File: src/rtl/gate_bist_ctrl.sv
// gate_bist_ctrl: BIST wrapper around a 21-in / 10-out combinational gate model.
// A Fibonacci LFSR (x^21+x^19+1) drives the gate-model inputs. A MISR (x^10+x^7+1)
// compacts the responses, and the result is compared against a golden signature
// after a programmable number of patterns.
module gate_bist_ctrl #(
  parameter int                IN_W      = 21,
  parameter int                OUT_W     = 10,
  parameter int                CNT_W     = 16,
  parameter logic [IN_W-1:0]   LFSR_SEED = 21'h000001,
  parameter logic [OUT_W-1:0]  MISR_SEED = 10'h000
) (
  input  logic              clk,
  input  logic              rst_n,
  input  logic              start,
  input  logic              abort,
  input  logic [CNT_W-1:0]  n_patterns,
  input  logic [OUT_W-1:0]  golden,
  output logic [IN_W-1:0]   pat_out,
  input  logic [OUT_W-1:0]  resp_in,
  output logic              busy,
  output logic              done,
  output logic [OUT_W-1:0]  signature,
  output logic              sig_valid,
  output logic              pass
);

  typedef enum logic [1:0] {
    ST_IDLE = 2'd0,
    ST_RUN  = 2'd1,
    ST_DONE = 2'd2
  } state_t;

  localparam logic [CNT_W-1:0] CNT_ZERO = {CNT_W{1'b0}};
  localparam logic [CNT_W-1:0] CNT_ONE  = {{(CNT_W-1){1'b0}}, 1'b1};

  // LFSR step, taps at bits 20 and 18 (x^21 + x^19 + 1).
  function automatic logic [IN_W-1:0] lfsr_next(input logic [IN_W-1:0] q);
    lfsr_next = {q[IN_W-2:0], q[IN_W-1] ^ q[IN_W-3]};
  endfunction

  // MISR step, taps at bits 9 and 6 (x^10 + x^7 + 1), then XOR in the response.
  function automatic logic [OUT_W-1:0] misr_next(input logic [OUT_W-1:0] s,
                                                 input logic [OUT_W-1:0] r);
    misr_next = {s[OUT_W-2:0], s[OUT_W-1] ^ s[OUT_W-4]} ^ r;
  endfunction

  state_t            state_q, state_d;
  logic [CNT_W-1:0]  rem_q, rem_d;
  logic [IN_W-1:0]   lfsr_q, lfsr_d;
  logic [OUT_W-1:0]  misr_q, misr_d;
  logic              busy_q, busy_d;
  logic              done_q, done_d;
  logic              sig_valid_q, sig_valid_d;
  logic              pass_q, pass_d;

  // State register.
  always_ff @(posedge clk or negedge rst_n) begin
    if (!rst_n) begin
      state_q <= ST_IDLE;
    end else begin
      state_q <= state_d;
    end
  end

  // Next-state logic; abort in RUN takes priority over the final-pattern exit.
  always_comb begin
    state_d = state_q;
    case (state_q)
      ST_IDLE: begin
        if (start) begin
          if (n_patterns == CNT_ZERO) begin
            state_d = ST_DONE;
          end else begin
            state_d = ST_RUN;
          end
        end else begin
          state_d = ST_IDLE;
        end
      end
      ST_RUN: begin
        if (abort) begin
          state_d = ST_IDLE;
        end else if (rem_q == CNT_ONE) begin
          state_d = ST_DONE;
        end else begin
          state_d = ST_RUN;
        end
      end
      ST_DONE: begin
        state_d = ST_IDLE;
      end
      default: begin
        state_d = ST_IDLE;
      end
    endcase
  end

  // Datapath and flag next-values; every output is taken straight from a flop.
  always_comb begin
    rem_d       = rem_q;
    lfsr_d      = lfsr_q;
    misr_d      = misr_q;
    sig_valid_d = sig_valid_q;
    pass_d      = pass_q;
    case (state_q)
      ST_IDLE: begin
        if (start) begin
          rem_d       = n_patterns;
          lfsr_d      = LFSR_SEED;
          misr_d      = MISR_SEED;
          sig_valid_d = 1'b0;
          pass_d      = 1'b0;
        end else begin
          rem_d = rem_q;
        end
      end
      ST_RUN: begin
        if (abort) begin
          // Cancelled run: compactor and generator freeze where they are.
          rem_d = rem_q;
        end else begin
          misr_d = misr_next(misr_q, resp_in);
          lfsr_d = lfsr_next(lfsr_q);
          if (rem_q != CNT_ZERO) begin
            rem_d = rem_q - CNT_ONE;
          end else begin
            rem_d = rem_q;
          end
        end
      end
      ST_DONE: begin
        sig_valid_d = 1'b1;
        pass_d      = (misr_q == golden);
      end
      default: begin
        rem_d = rem_q;
      end
    endcase
    busy_d = (state_d == ST_RUN);
    done_d = (state_q == ST_DONE);
  end

  // Datapath and output registers.
  always_ff @(posedge clk or negedge rst_n) begin
    if (!rst_n) begin
      rem_q       <= CNT_ZERO;
      lfsr_q      <= LFSR_SEED;
      misr_q      <= MISR_SEED;
      busy_q      <= 1'b0;
      done_q      <= 1'b0;
      sig_valid_q <= 1'b0;
      pass_q      <= 1'b0;
    end else begin
      rem_q       <= rem_d;
      lfsr_q      <= lfsr_d;
      misr_q      <= misr_d;
      busy_q      <= busy_d;
      done_q      <= done_d;
      sig_valid_q <= sig_valid_d;
      pass_q      <= pass_d;
    end
  end

  assign pat_out   = lfsr_q;
  assign signature = misr_q;
  assign busy      = busy_q;
  assign done      = done_q;
  assign sig_valid = sig_valid_q;
  assign pass      = pass_q;

endmodule

File: config.mk
export PLATFORM = sky130hd
export DESIGN_NAME = gate_bist_ctrl
export DESIGN_NICKNAME = d
export VERILOG_FILES = /design/src/rtl/gate_bist_ctrl.sv
export SDC_FILE = /design/constraint.sdc
export NUM_CORES = 1
export LEC_CHECK = 0
export ABC_CLOCK_PERIOD_IN_PS = 4400
export CORE_AREA = 2 2 76 78
export DETAILED_ROUTE_END_ITERATION = 8
export DIE_AREA = 0 0 78 80
export GPL_TIMING_DRIVEN = 0
export PLACE_DENSITY = 0.87
export SLEW_MARGIN = 20
export SYNTH_ARGS = -nofsm -noshare
export SYNTH_HDL_FRONTEND = slang
export SYNTH_SLANG_ARGS = --single-unit
File: constraint.sdc
create_clock -name clk -period 4.4 [get_ports clk]
set_input_delay 0.44 -clock clk [delete_from_list [all_inputs] [get_ports clk]]
set_output_delay 0.44 -clock clk [all_outputs]
set_load 0.01 [all_outputs]
**Word-level counts from Yosys, hierarchy flattened**

Cells that the tools add are included.

- Bits of input ports: 40
- Output and inout bits: 35
- Flip-flop bits (word level): 53

- $add $sub $neg: 1
- Bitwise operators: 3
- Muxes and demuxes: 18
- Equal/unequal tests: 8
- Reductions and logical operators: 8

Operators with widths:

| cell | number |
|---|---|
| 2-to-1 mux 16 bit | 3 |
| 2-to-1 mux 21 bit | 2 |
| case mux 21 bit (2 select lines) | 1 |
| case mux 16 bit (2 select lines) | 1 |
| 2-to-1 mux 10 bit | 2 |
| case mux 10 bit (2 select lines) | 1 |
| == test 16 x 1 -> 1 bit, second input constant | 1 |
| zero test 16 bit | 1 |
| nonzero test 16 bit | 1 |
| subtractor 16 x 1 -> 16 bit, second input constant | 1 |
| == test 10 bit | 1 |
| XOR 10 bit | 1 |
| 2-to-1 mux 2 bit | 4 |
| inequality test 2 bit, second input constant | 3 |
| == test 2 x 1 -> 1 bit, second input constant | 2 |
| case mux 1 bit (2 select lines) | 2 |
| case mux 2 bit (2 select lines) | 1 |
| AND reduction 4 bit | 1 |
| nonzero test 2 bit | 2 |
| AND reduction 3 bit | 1 |
| == test 2 bit, second input constant | 1 |
| zero test 2 bit | 1 |
| AND reduction 2 bit | 1 |
| XOR 1 bit | 2 |
| 2-to-1 mux 1 bit | 1 |

**Depth between registers and ports, before layout**

- Word-level depth: 5
- Depth in mapped cells: 6

**Worst setup path before layout**

Ideal clock, no wire load.

- Path kind: flip-flop to flip-flop
- Start point: register rem_q[0]
- End point: register rem_q[6]
- Clock period less this slack: 1.743 ns
- Buffers on the path: 0
- Setup time: 0.124 ns
- Arrival: 1.619 ns
- Cell stages (with the launch flop): 7
- Setup slack: 2.657 ns
- Cell sequence: dfrtp_1 -> inv_1 -> ha_1 -> or3b_2 -> nor3_1 -> o211ai_1 -> o2bb2ai_1

- Cells in the longest elaborated chain, start to end: 4

Ends and longest elaborated chain:

| item | RTL line | RTL |
|---|---|---|
| from (decl) | 48 | `logic [CNT_W-1:0] rem_q, rem_d;` |
| from (signal assigned) | 154 | `rem_q <= rem_d;` |
| subtractor 16 x 1 -> 16 bit | 125 | `rem_d = rem_q - CNT_ONE;` |
| 2-to-1 mux 16 bit | 124 | `if (rem_q != CNT_ZERO) begin` |
| 2-to-1 mux 16 bit | 118 | `if (abort) begin` |
| case mux 16 bit (2 select lines) | 105 | `case (state_q)` |

Several ways; a longest one is shown, not always the timed one. The select of a mux whose other input is x is not followed.
A chain may end at the register's enable or synchronous reset.

**Worst setup path after layout**

- Start point: register rem_q[0]
- End point: register rem_q[3]

The elaborated chain is that of the path after synthesis.

==> flow_summary.toml <==
[run_status]
status = "completed"

[critical_path]
critical_path.max_fanout = 10
r2r_end = "rem_q[3]$_DFFE_PN0P_"
reg2reg_slack_ns = 2.28
crit_chain = "inv_1, ha_1, nor4bb_1, nand4_2, nand2_2, o21ai_0"
critPathArrivalTime_ns = 2.29
critPathLaunchType = "flip-flop"
cp-end-kind = "flip-flop"
critPathSlowestCell = "dfrtp_1"
path_class = "flip-flop to flip-flop"
r2r_cells = 6
crit_required_ns = 4.57
crit_path_max_incr_delay_ns = 0.43
cp_top_family = "simple AND/OR/NAND/NOR gates"
startpoint = "rem_q[0]$_DFFE_PN0P_"
regToRegStartpoint = "rem_q[0]$_DFFE_PN0P_"
path_buf_inv = 1

[timing]
slew_viol_final = 0
worstMarginPinSlew_ns = 0.660
skew_ns = 0.00698
final_hold_viol_count = 0
timing.slew.headroom_pct = 56.0
fmax_mhz = 472
setup_violations = 0
min_period_over_period_pct = 48.1
timing.setup.tns_ns = 0
rsz0062_at_grt = "false"
min_period_ns = 2.12

[global_route]
grt_max_degree = 54
grt_util_all_layers_pct = 23.7
overflow = 0
antenna_found_initial = 0
grt_pass1_vias = 2414
grt_pass1_wl_um = 11700

[detailed_routing]
wl_per_cell_um = 17.5
antenna_left = 0
finalWirelength_um = 7100
viasPerCell = 6.12
dr.pass1.iters = 6
drtIter0Drc = 341
vias = 2486
drc = 0

[final_layout]
layout_commonest_cell = "clkdlybuf4s50_1"
most-common-layout-cells = "73 x clkdlybuf4s50_1, 52 x dfrtp_1, 30 x a22o_1, 15 x nor2_1, 14 x o21ai_0"
drive_gt1_share_pct = 8.68
num_antenna_cells = 0
nets = 375
stdcell_count = 406
fillCellCount = 427
regArea_um2 = 1330
multi_input_area_um2 = 1330
area_growth_pct = 34.3

[placed_design]
place.gp.congestion = 0.976
hpwl_um = 5100
io_buffer_count = 74
place_inst = 398

[logic_synthesis]
synth-main-ff-cell = "dfrtp_1"
syn-num-nets = 294
ys_warn_count = 0
async_flop_share_pct = 100
synth-seq-cells = 53
ys_seq_area_share_pct = 48.4
ys_types = 55
syn-mean-instance-area_um2 = 10.9
synth_edf_count = 0
synthCells = 252
netlist_area_um2 = 2740

[floorplanning]
ios = 75
start_util_pct = 50.7
rows = 27
dieWidth_um = 78
die_y_um = 80
fp.coreArea_um2 = 5410
dieArea_um2 = 6240

[clock_network]
numCtsBuffers = 5
cts_tree = "done"
ctsHoldBuffers = 0
cts_max_level = 2
cts_resized = 0
clkSlewWorstSetupHoldPaths_ns = 0.09
root_buffer = "clkbuf_8"
clock-sinks = 53
clockBufferDepth = 2
cts_setup_buffers = 0
clock_latency_ns = 0.30

[power_and_ir_drop]
power_leakage_nw = 1.53
peakVddDrop_mv = 0.274
finalPower_mw = 1.58
power_density_nw_per_um2 = 430

[flow_run]
cap_violations = 0

[min_path]
hold_class = "primary input to async pin"
[cell usage after synthesis (all sizes together) (2+ instances only)]
master / number / area share (%)
ha: 2 / 0.91
inv: 3 / 0.41
clkbuf: 9 / 1.2
xor2: 13 / 4.2
a21o: 2 / 0.55
nand3: 2 / 0.36
a22o: 30 / 9.6
nand2b: 3 / 0.68
nor2: 16 / 2.3
nand4: 4 / 1.1
o22ai: 2 / 0.46
a41o: 3 / 1.1
a21oi: 8 / 1.7
a31oi: 9 / 2.1
o211ai: 2 / 0.55
nor3: 10 / 2.6
xnor2: 9 / 2.9
o2bb2ai: 4 / 1.3
a32oi: 2 / 0.64
o21ai: 14 / 2.6
buf: 7 / 1.4
nor2b: 2 / 0.46
or4: 2 / 0.68
or3b: 2 / 0.64
dfrtp: 52 / 47
o41ai: 2 / 1.2
and4: 2 / 0.64
a22oi: 4 / 1.1
o31ai: 2 / 0.55
nand2: 4 / 0.64
nor4: 10 / 2.7
mux2i: 2 / 0.73
[flip-flops by register name, indices dropped and copies added, names as in the netlist]
register and flops:
sig_valid 1, state_q 2, signature 10, rem_q 16, pass 1, pat_out 21, done 1, busy 1
[stage by stage]
stage / worst slack (ns) / hold slack [ns] / cell area, um2 / utilization (%)
4_1_cts: 2.34 / 0.180 / 3680 / 68.1
3_3_place_gp: 1.37 / 0.475 / 3570 / 66.1
6_report: 2.28 / 0.159 / 3680 / 68.1
3_5_place_dp: 2.14 / 0.469 / 3570 / 66.1
5_1_grt: 2.14 / 0.216 / 3680 / 68.1
2_1_floorplan: 2.66 / 0.144 / 2740 / -
[worst max-delay path by stage]
stage | end | slack (ns) | cells after the start
after global placement | pat_out[16]$_DFFE_PN0P_ | 1.37 | 1
after global routing | rem_q[3]$_DFFE_PN0P_ | 2.14 | 6
final | rem_q[3]$_DFFE_PN0P_ | 2.28 | 6
after CTS | rem_q[3]$_DFFE_PN0P_ | 2.34 | 6
after detailed placement | state_q[1]$_DFF_PN0_ | 2.14 | 5
after floorplan | rem_q[6]$_DFFE_PN0P_ | 2.66 | 6
[power breakdown]
| part | internal, mW | total, mW | switching (mW) |
|---|---|---|---|
| Sequential | 0.581 | 0.713 | 0.133 |
| Combinational | 0.262 | 0.538 | 0.276 |
| Clock | 0.171 | 0.331 | 0.160 |
| Total | 1.01 | 1.58 | 0.569 |
[final cells by class]
| class | count | share of cell area [%] |
|---|---|---|
| tap | 72 | 2.45 |
| clock inverter | 3 | 1.19 |
| timing repair buffer | 74 | 20.0 |
| multi-input combinational | 180 | 36.2 |
| sequential | 53 | 36.0 |
| buffer | 16 | 1.94 |
| inverter | 3 | 0.306 |
| clock buffer | 5 | 1.87 |
[routing by layer]
metal  global-route usage (%)  vias to the layer above  part of all wire [%]
li1                         -                     1137                     -
met1                     33.3                     1183                    43
met2                     36.2                      148                    45
met3                     5.43                       18                   9.1
met4                     8.07                        0                   2.3
met5                        0                        -                     0
[kinds of logic (layout without fill, tap and decap cells)]
group,Yosys count,count (layout),share of synthesized area [%]
AO/OA/AOI/OAI,89,89,24.9
AND/OR/NAND/NOR,65,65,15.1
flip-flops,53,53,48.4
XOR/XNOR,22,22,7.03
buffers and inverters,19,101,3.01
adder cells (fa/ha/maj),2,2,0.912
multiplexers,2,2,0.730
Note: power is estimated with default switching activity, not from simulation.
